===== config.mk =====
export PLATFORM = sky130hd
export DESIGN_NAME = mem_arbiter
export DESIGN_NICKNAME = d
export VERILOG_FILES = /design/src/rtl/mem_arbiter_pkg.sv /design/src/rtl/mem_arbiter_rr_arb2.sv /design/src/rtl/mem_arbiter.sv
export SDC_FILE = /design/constraint.sdc
export NUM_CORES = 1
export LEC_CHECK = 0
export ABC_AREA = 1
export CAP_MARGIN = 20
export CORE_UTILIZATION = 35
export DETAILED_ROUTE_END_ITERATION = 16
export PLACE_DENSITY = 0.68
export SLEW_MARGIN = 10
export SYNTH_ARGS = -nofsm -noshare
export SYNTH_HDL_FRONTEND = slang
export SYNTH_SLANG_ARGS = --single-unit

===== constraint.sdc =====
create_clock -name clk -period 1.9 [get_ports clk]
set_input_delay 0.38 -clock clk [delete_from_list [all_inputs] [get_ports clk]]
set_output_delay 0.38 -clock clk [all_outputs]
set_load 0.01 [all_outputs]

===== src/rtl/mem_arbiter_pkg.sv =====
// Shared encodings and default widths for the memory arbiter.
package mem_arbiter_pkg;

    // Line address and line data widths (64-bit line granularity)
    localparam int unsigned LINE_ADDR_W = 14;
    localparam int unsigned LINE_DATA_W = 64;

    // Watchdog counter width
    localparam int unsigned WD_W = 4;

    // FSM state encoding
    localparam logic [1:0] ST_IDLE = 2'd0;
    localparam logic [1:0] ST_MEM  = 2'd1;
    localparam logic [1:0] ST_RESP = 2'd2;

    // Grant owner encoding
    localparam logic OWN_I = 1'b0;
    localparam logic OWN_D = 1'b1;

endpackage


===== src/rtl/mem_arbiter_rr_arb2.sv =====
// Two-requester round-robin arbiter: combinational grant, pointer flips on each advance.
module mem_arbiter_rr_arb2
    import mem_arbiter_pkg::*;
(
    input  logic clk,
    input  logic rst_n,
    input  logic i_req_icache,
    input  logic i_req_dcache,
    input  logic i_advance,
    output logic o_valid,
    output logic o_owner
);

    logic r_ptr;

    // Grant selection: a lone requester always wins, the pointer only breaks ties
    always_comb begin
        o_valid = i_req_icache | i_req_dcache;
        if (i_req_icache && i_req_dcache) begin
            o_owner = r_ptr;
        end else if (i_req_dcache) begin
            o_owner = OWN_D;
        end else begin
            o_owner = OWN_I;
        end
    end

    // Pointer toggles after every grant, whether or not there was contention
    always_ff @(posedge clk or negedge rst_n) begin
        if (!rst_n) begin
            r_ptr <= OWN_I;
        end else if (i_advance) begin
            r_ptr <= ~r_ptr;
        end
    end

endmodule


===== src/rtl/mem_arbiter.sv =====
// I-side / D-side line arbiter in front of a single-ported unified memory.
module mem_arbiter
    import mem_arbiter_pkg::*;
#(
    parameter int unsigned ADDR_W  = LINE_ADDR_W,
    parameter int unsigned DATA_W  = LINE_DATA_W,
    parameter int unsigned TIMEOUT = 15
) (
    input  logic              clk,
    input  logic              rst_n,
    input  logic              i_re,
    input  logic [ADDR_W-1:0] i_addr,
    output logic [DATA_W-1:0] i_rdata,
    output logic              i_done,
    input  logic              d_re,
    input  logic              d_we,
    input  logic [ADDR_W-1:0] d_addr,
    input  logic [DATA_W-1:0] d_wdata,
    output logic [DATA_W-1:0] d_rdata,
    output logic              d_done,
    output logic [ADDR_W-1:0] m_addr,
    output logic              m_re,
    output logic              m_we,
    output logic [DATA_W-1:0] m_wdata,
    input  logic [DATA_W-1:0] m_rd_data,
    input  logic              m_rdy,
    output logic              mem_err
);

    // Last watchdog count value tolerated before the access is abandoned
    localparam logic [WD_W-1:0] WD_LAST = WD_W'(TIMEOUT - 1);

    logic [1:0]        r_state;
    logic [1:0]        w_state_nxt;
    logic              r_owner;
    logic              r_op_wr;
    logic [ADDR_W-1:0] r_addr;
    logic [DATA_W-1:0] r_wdata;
    logic [DATA_W-1:0] r_i_rdata;
    logic [DATA_W-1:0] r_d_rdata;
    logic              r_i_done;
    logic              r_d_done;
    logic              r_mem_err;
    logic [WD_W-1:0]   r_wd_cnt;

    logic w_d_req;
    logic w_any;
    logic w_owner;
    logic w_grant;
    logic w_complete;
    logic w_timeout;
    logic w_finish;

    assign w_d_req    = d_re | d_we;
    assign w_grant    = (r_state == ST_IDLE) && w_any;
    assign w_complete = (r_state == ST_MEM) && m_rdy;
    assign w_timeout  = (r_state == ST_MEM) && !m_rdy && (r_wd_cnt == WD_LAST);
    assign w_finish   = w_complete || w_timeout;

    mem_arbiter_rr_arb2 u_rr_arb2 (
        .clk          (clk),
        .rst_n        (rst_n),
        .i_req_icache (i_re),
        .i_req_dcache (w_d_req),
        .i_advance    (w_grant),
        .o_valid      (w_any),
        .o_owner      (w_owner)
    );

    // Next-state: IDLE -> MEM on grant, MEM -> RESP on ready or watchdog, RESP -> IDLE
    always_comb begin
        w_state_nxt = r_state;
        unique case (r_state)
            ST_IDLE: if (w_any)    w_state_nxt = ST_MEM;
            ST_MEM:  if (w_finish) w_state_nxt = ST_RESP;
            ST_RESP: w_state_nxt = ST_IDLE;
            default: w_state_nxt = ST_IDLE;
        endcase
    end

    // State register
    always_ff @(posedge clk or negedge rst_n) begin
        if (!rst_n) begin
            r_state <= ST_IDLE;
        end else begin
            r_state <= w_state_nxt;
        end
    end

    // Latch the winning request; only these copies drive the memory afterwards
    always_ff @(posedge clk or negedge rst_n) begin
        if (!rst_n) begin
            r_owner <= OWN_I;
            r_op_wr <= 1'b0;
            r_addr  <= '0;
            r_wdata <= '0;
        end else if (w_grant) begin
            r_owner <= w_owner;
            // A D-side write wins over a simultaneous (illegal) D-side read
            r_op_wr <= (w_owner == OWN_D) && d_we;
            r_addr  <= (w_owner == OWN_D) ? d_addr : i_addr;
            r_wdata <= d_wdata;
        end
    end

    // Return path: read data capture on completion, one-cycle done pulse during RESP
    always_ff @(posedge clk or negedge rst_n) begin
        if (!rst_n) begin
            r_i_rdata <= '0;
            r_d_rdata <= '0;
            r_i_done  <= 1'b0;
            r_d_done  <= 1'b0;
        end else begin
            r_i_done <= w_finish && (r_owner == OWN_I);
            r_d_done <= w_finish && (r_owner == OWN_D);
            if (w_complete && !r_op_wr) begin
                if (r_owner == OWN_I) begin
                    r_i_rdata <= m_rd_data;
                end else begin
                    r_d_rdata <= m_rd_data;
                end
            end
        end
    end

    // Watchdog: cleared on entry to MEM, counts MEM cycles; error flag is sticky
    always_ff @(posedge clk or negedge rst_n) begin
        if (!rst_n) begin
            r_wd_cnt  <= '0;
            r_mem_err <= 1'b0;
        end else begin
            if (w_grant) begin
                r_wd_cnt <= '0;
            end else if (r_state == ST_MEM) begin
                r_wd_cnt <= r_wd_cnt + 1'b1;
            end
            if (w_timeout) begin
                r_mem_err <= 1'b1;
            end
        end
    end

    // Strobes decode straight from the state register so they drop the cycle after completion
    assign m_re    = (r_state == ST_MEM) && !r_op_wr;
    assign m_we    = (r_state == ST_MEM) && r_op_wr;
    assign m_addr  = r_addr;
    assign m_wdata = r_wdata;
    assign i_rdata = r_i_rdata;
    assign d_rdata = r_d_rdata;
    assign i_done  = r_i_done;
    assign d_done  = r_d_done;
    assign mem_err = r_mem_err;

endmodule


# After elaboration in Yosys (flattened, before gate mapping)
# Cells that the tools add are included.
[word_totals] out_inout_bits=211 latch_bits=0 wordCells=48 rom_bits=0 register_bits=218 n_memories=0 mem_bits_rw=0 input_bits=162
[op_classes] eq_ne=4 n_div=0 order_cmp=0 muxes=8 n_bitwise=4 n_reduce_logical=19 n_mul=0 n_shift=0 addsub=1
[ops] operator="$mux W14" count=1
[ops] operator="$logic_and A1 B1 Y1" count=11
[ops] operator="$mux W4" count=2
[ops] operator="$reduce_and A2 Y1" count=3
[ops] operator="$add A4 B1 Y4 const B" count=1
[ops] operator="$eq A4 B4 Y1 const B" count=1
[ops] operator="$mux W2" count=2
[ops] operator="$ne A2 B2 Y1 const B" count=2
[ops] operator="$pmux W2 S2" count=1
[ops] operator="$eq A2 B1 Y1 const B" count=1
[ops] operator="$logic_not A1 Y1" count=2
[ops] operator="$logic_not A2 Y1" count=1
[ops] operator="$mux W1" count=2
[ops] operator="$not A1 Y1" count=2
[ops] operator="$or A1 B1 Y1" count=2
[ops] operator="$reduce_bool A2 Y1" count=1
[ops] operator="$logic_or A1 B1 Y1" count=1

# Depth between registers and ports, before layout
[depth] depth_word=6 depth_mapped=8 ltp_nobuf=6

# Modules after synthesis
# Synthesis repeated with hierarchy kept, for this count alone.
[hier_totals] cells_unflattened=999 area_unflattened_um2=9057.4
[by_module_without_submodules] mod="mem_arbiter" cells_each=988 n_inst=1 seq_area_each_um2=5430.2 area_per_inst_um2=8991.1
[by_module_without_submodules] mod="mem_arbiter_rr_arb2" cells_each=11 n_inst=1 seq_area_each_um2=25.0 area_per_inst_um2=66.3

# Least setup slack after synthesis
# OpenSTA, ideal clock, no wires.
[synth_path] kind="flip-flop to flip-flop" start="register r_state[1]" end="register r_i_rdata[10], in the netlist i_rdata[10]" arrival_time_ns=1.094 required_time_ns=1.783 slack_ns=0.689 synth_period_minus_slack_ns=1.211 setup_time_ns=0.117 path_buffers=1 path_stages_with_launch=8 path_cell_list="dfrtp_1 -> inv_2 -> nand3_1 -> nor2_2 -> nand2_1 -> buf_2 -> nand2_1 -> nand2_1"
[synth_between] elab_chain_len=4
[synth_rtl] item="start, declared" line_no="mem_arbiter.sv:33" source="logic [1:0] r_state;"
[synth_rtl] item="start signal, assigned" line_no="mem_arbiter.sv:86" source="r_state <= w_state_nxt;"
[synth_rtl] item="$eq A2 B1 Y1" line_no="mem_arbiter.sv:56" source="assign w_complete = (r_state == ST_MEM) && m_rdy;"
[synth_rtl] item="$logic_and A1 B1 Y1" line_no="mem_arbiter.sv:56"
[synth_rtl] item="$logic_and A1 B1 Y1" line_no="mem_arbiter.sv:116" source="if (w_complete && !r_op_wr) begin"
[synth_rtl] item="$reduce_and A2 Y1 (no source line)"
[synth_rtl] item="end signal, assigned" line_no="mem_arbiter.sv:118" source="r_i_rdata <= m_rd_data;"
[synth_rtl] item="end, declared" line_no="mem_arbiter.sv:39" source="logic [DATA_W-1:0] r_i_rdata;"
# No other way between the ends.
# A chain may end at the register's enable or synchronous reset.

# Final worst setup path
[layout_path] start="register r_d_rdata[58], in the netlist d_rdata[58]" end="output port d_rdata[58]"
[layout_rtl] item="start, declared" line_no="mem_arbiter.sv:40" source="logic [DATA_W-1:0] r_d_rdata;"
[layout_rtl] item="start signal, assigned" line_no="mem_arbiter.sv:120" source="r_d_rdata <= m_rd_data;"
[layout_rtl] item="end, declared" line_no="mem_arbiter.sv:19" source="output logic [DATA_W-1:0] d_rdata,"
# No word-level cell between the ends.

==> reports/qor.txt <==
Result of the run -> complete, no violations
Fraction of registers with async set or reset after synthesis -> 100%
Count of different cell masters after synthesis -> 20
Number of max-cap violations -> 0
Ratio of cells with drive above 1 in the final layout -> 5.98%
Min-delay worst type -> in2async
Input/output buffers -> 372
Part of the power in the clock network -> 19.6%
Setup repair after global routing missed its margin -> no
Per-cell via count in the routed design -> 4.65
Leading cell type by number of instances after synthesis -> sky130_fd_sc_hd__nand2_1
Setup TNS after final layout -> 0 ns
Pre-CTS worst setup slack -> 0.117 ns
Worst Tran Pin Value -> 0.621 ns
Net total in the final layout -> 1550
Io pins -> 373
Number of global-route vias before repair -> 8014
Fraction of power consumed by sequential logic -> 34.7%
Clock latency on the worst-skew pair -> 0.51 ns
Smallest hold slack -> 0.374 ns
Area of the core -> 24500 um2
Drt drc -> 0
Clock Skews -> 0.00771 ns
Horiz. Die Dim -> 160 um
Area after DPL -> 13100 um2
Overall via count from detail_route -> 8045
Flip-flop and latch count after synthesis -> 218
Finished layout cell area -> 13900 um2
Worst endpoint data arrival time -> 1.47 ns
Leak pwr -> 6.94 nW
Sequential element share of the synthesized area -> 62.1%
# rows -> 57
Largest stage delay on the critical path -> 0.59 ns
Final RePlAce weighted congestion -> 0.885
Cell area after technology mapping -> 8780 um2
Maximum vdd ir drop -> 0.898 mV
Startpoint-to-endpoint class of the critical path -> reg2out
Final Slew Violations -> 0
Root Buffer -> sky130_fd_sc_hd__clkbuf_16
Critical Path Sink Type -> output port
Fraction of synthesized cell area taken by the top area cell type -> 62.1%
Pin count of the biggest net entering global routing -> 63
Combined global-route utilization of all metal layers -> 21.3%
Gate count after technology mapping -> 1016
Area delta synth->final -> 57.7%
Max_slew headroom -> 58.6%
Leftover overflow at the end of global routing -> 0
First-pass GRT wire length -> 43900 um
Number of endpoints failing setup at the final stage -> 0
NetSw -> 8.30 mW
Sink Count -> 218
Required time of the worst setup path -> 1.52 ns
Effective utilization at floorplan -> 35.9%
Cell family with most CP delay -> buffers and inverters
Clock slew at the register clock pins of the worst setup and hold paths -> 0.06 ns
Number of search-and-repair iterations in the first detailed-routing pass -> 8
Internal cell power -> 14.7 mW
Drt wl/cell -> 15.8 um
Buffer and inverter count on the worst path -> 1
Synth top area cells -> sky130_fd_sc_hd__dfrtp_1 (62%), sky130_fd_sc_hd__nand2_1 (22%), sky130_fd_sc_hd__nand3_1 (9.3%)
Post-route ant nets -> 0
Post-synth top cells -> sky130_fd_sc_hd__nand2_1 (511), sky130_fd_sc_hd__dfrtp_1 (218), sky130_fd_sc_hd__nand3_1 (164), sky130_fd_sc_hd__buf_2 (39), sky130_fd_sc_hd__inv_1 (38)
Die height -> 160 um
TritonCTS clock tree -> done
Number of DRC markers in iteration 0 -> 616
Hold violation total from the final report -> 0
Number of synthesized flops with an enable pin -> 0
CP Max Fanout -> 2
Number of nets in the synthesized netlist -> 1180
Sw Ratio -> 36.1%
Fill cell instance count of the final layout -> 2148
Highest clock frequency the design can meet -> 0.542 GHz
DP Wirelength -> 19100 um
Number of warnings issued by yosys -> 0
Most common flop cell mapped by yosys -> sky130_fd_sc_hd__dfrtp_1
Post-layout utilization of the core -> 56.6%
Combinational power share -> 45.7%
Number of buffers created by CTS -> 24
Per-instance average area after synthesis -> 8.65 um2
Total Die Area -> 25700 um2
Dominant cell type by area after synthesis -> sky130_fd_sc_hd__dfrtp_1
Longest Clk Path Bufs -> 3
Slack of the critical path -> 0.0536 ns
Fin crit share -> 97.2%
Type of element launching the critical path -> flip-flop
WL final -> 27200 um
Post-layout min period -> 1.85 ns
Number of antenna violations at the first check in global routing -> 1
Cell chain of the critical path -> clkdlybuf4s50_1
Worst-path cell with the longest stage delay -> sky130_fd_sc_hd__clkdlybuf4s50_1
Power density over the cells -> 1660 nW/um2
Number of levels in the clock H-tree -> 1
## sequential cells by signal, indices dropped and copies added (netlist names)
signal / flops
d_done: 1
m_addr: 14
r_wd_cnt: 4
m_wdata: 64
r_op_wr: 1
r_owner: 1
d_rdata: 64
mem_err: 1
i_rdata: 64
i_done: 1
r_state: 2
u_rr_arb2.r_ptr: 1
## timing repair
item,4_1_cts,5_1_grt
setup buffers,0,0
pin swaps,0,0
endpoints found under the hold margin,35,0
hold buffers,1,0
setup endpoints to repair,4,1
resized for setup,10,1
## worst register-to-register path, stage by stage (launching register included)
cell and delay [ns]:
sky130_fd_sc_hd__dfrtp_1 0.40, sky130_fd_sc_hd__inv_2 0.06, sky130_fd_sc_hd__nand3_1 0.10, sky130_fd_sc_hd__nor2_4 0.18
sky130_fd_sc_hd__buf_12 0.17, sky130_fd_sc_hd__buf_12 0.18, sky130_fd_sc_hd__nand3_1 0.09, sky130_fd_sc_hd__nand2_1 0.10
## metrics by stage
| step | power [mW] | instances |
|---|---|---|
| after global placement | 18.5 | 1683 |
| after CTS | 23.3 | 1728 |
| final | 23.0 | 1729 |
| after detailed placement | 18.7 | 1683 |
| after global routing | 24.6 | 1728 |
| after floorplan | 12.4 | 1016 |
## path summary, 6_finish.rpt
path	from	to	slack, ns	cells after the start
worst max-delay path	d_rdata[58]$_DFFE_PN0P_	d_rdata[58]	0.05	1
worst min-delay path	rst_n	d_rdata[23]$_DFFE_PN0P_	0.37	2
worst max register to register	r_state[1]$_DFFE_PN0P_	d_rdata[37]$_DFFE_PN0P_	0.56	7
worst min register to register	d_rdata[55]$_DFFE_PN0P_	d_rdata[55]$_DFFE_PN0P_	0.47	2
max in group asynchronous	rst_n	m_wdata[25]$_DFFE_PN0P_	0.90	3
min in group clk	d_wdata[42]	m_wdata[42]$_DFFE_PN0P_	0.40	3
## power groups by stage
stage | combinational (mW) | sequential (mW) | clock, mW
final | 10.5 | 7.99 | 4.51
after global routing | 11.5 | 8.26 | 4.84
after CTS | 10.7 | 8.01 | 4.64
after detailed placement | 10.7 | 8.03 | 0
after global placement | 10.5 | 8.00 | 0
after floorplan | 3.61 | 8.83 | 0
## final cells by class
cell class              instances  area (um2)  share of cell area (%)
multi-input cells             694        2880                    20.8
clock inverters                 4        20.0                   0.144
clock buffers                  40         752                    5.43
well taps                     324         405                    2.93
diodes                          1        2.50                  0.0181
inverters                      43         161                    1.16
repair buffers                405        4180                    30.2
flip-flops and latches        218        5460                    39.4
## layer usage
layer / global-route usage (%) / part of all wire [%] / vias to the layer above / routed length, um
met5: 0 / 0 / - / 0
met4: 5.11 / 2.0 / 0 / 550
met3: 6.59 / 9.4 / 38 / 2570
met2: 35.6 / 48 / 340 / 13100
met1: 26.8 / 41 / 3766 / 11100
li1: - / - / 3901 / -
## layout by cell type, fill, tap and decap left out, types with 2 or more instances in the layout
| master | netlist | final |
|---|---|---|
| sky130_fd_sc_hd__buf_4 | 8 | 15 |
| sky130_fd_sc_hd__clkdlybuf4s50_1 | 0 | 366 |
| sky130_fd_sc_hd__nand3_1 | 164 | 164 |
| sky130_fd_sc_hd__buf_2 | 39 | 2 |
| sky130_fd_sc_hd__inv_2 | 5 | 5 |
| sky130_fd_sc_hd__xor2_1 | 2 | 2 |
| sky130_fd_sc_hd__nand2_1 | 511 | 509 |
| sky130_fd_sc_hd__nand2_2 | 1 | 3 |
| sky130_fd_sc_hd__ha_1 | 2 | 2 |
| sky130_fd_sc_hd__nor2_1 | 6 | 6 |
| sky130_fd_sc_hd__clkinv_2 | 0 | 4 |
| sky130_fd_sc_hd__dfrtp_1 | 218 | 217 |
| sky130_fd_sc_hd__buf_12 | 0 | 17 |
| sky130_fd_sc_hd__inv_1 | 38 | 38 |
| sky130_fd_sc_hd__clkbuf_8 | 0 | 7 |
| sky130_fd_sc_hd__clkbuf_1 | 11 | 8 |
| sky130_fd_sc_hd__clkbuf_16 | 0 | 25 |
| sky130_fd_sc_hd__dlygate4sd2_1 | 0 | 2 |
## logic make-up (layout without fill, tap and decap cells)
kind of cell / Yosys count / in the layout / share of synthesized area [%]
and+or+nand+nor: 685 / 685 / 31.7
DFF: 218 / 218 / 62.1
buffers and inverters: 104 / 492 / 5.34
AOI/OAI and AO/OA: 5 / 5 / 0.356
adders and majority gates: 2 / 2 / 0.285
xor gates and xnor gates: 2 / 2 / 0.199
other: 0 / 1 / 0
Power figures use the tool's default switching activity.
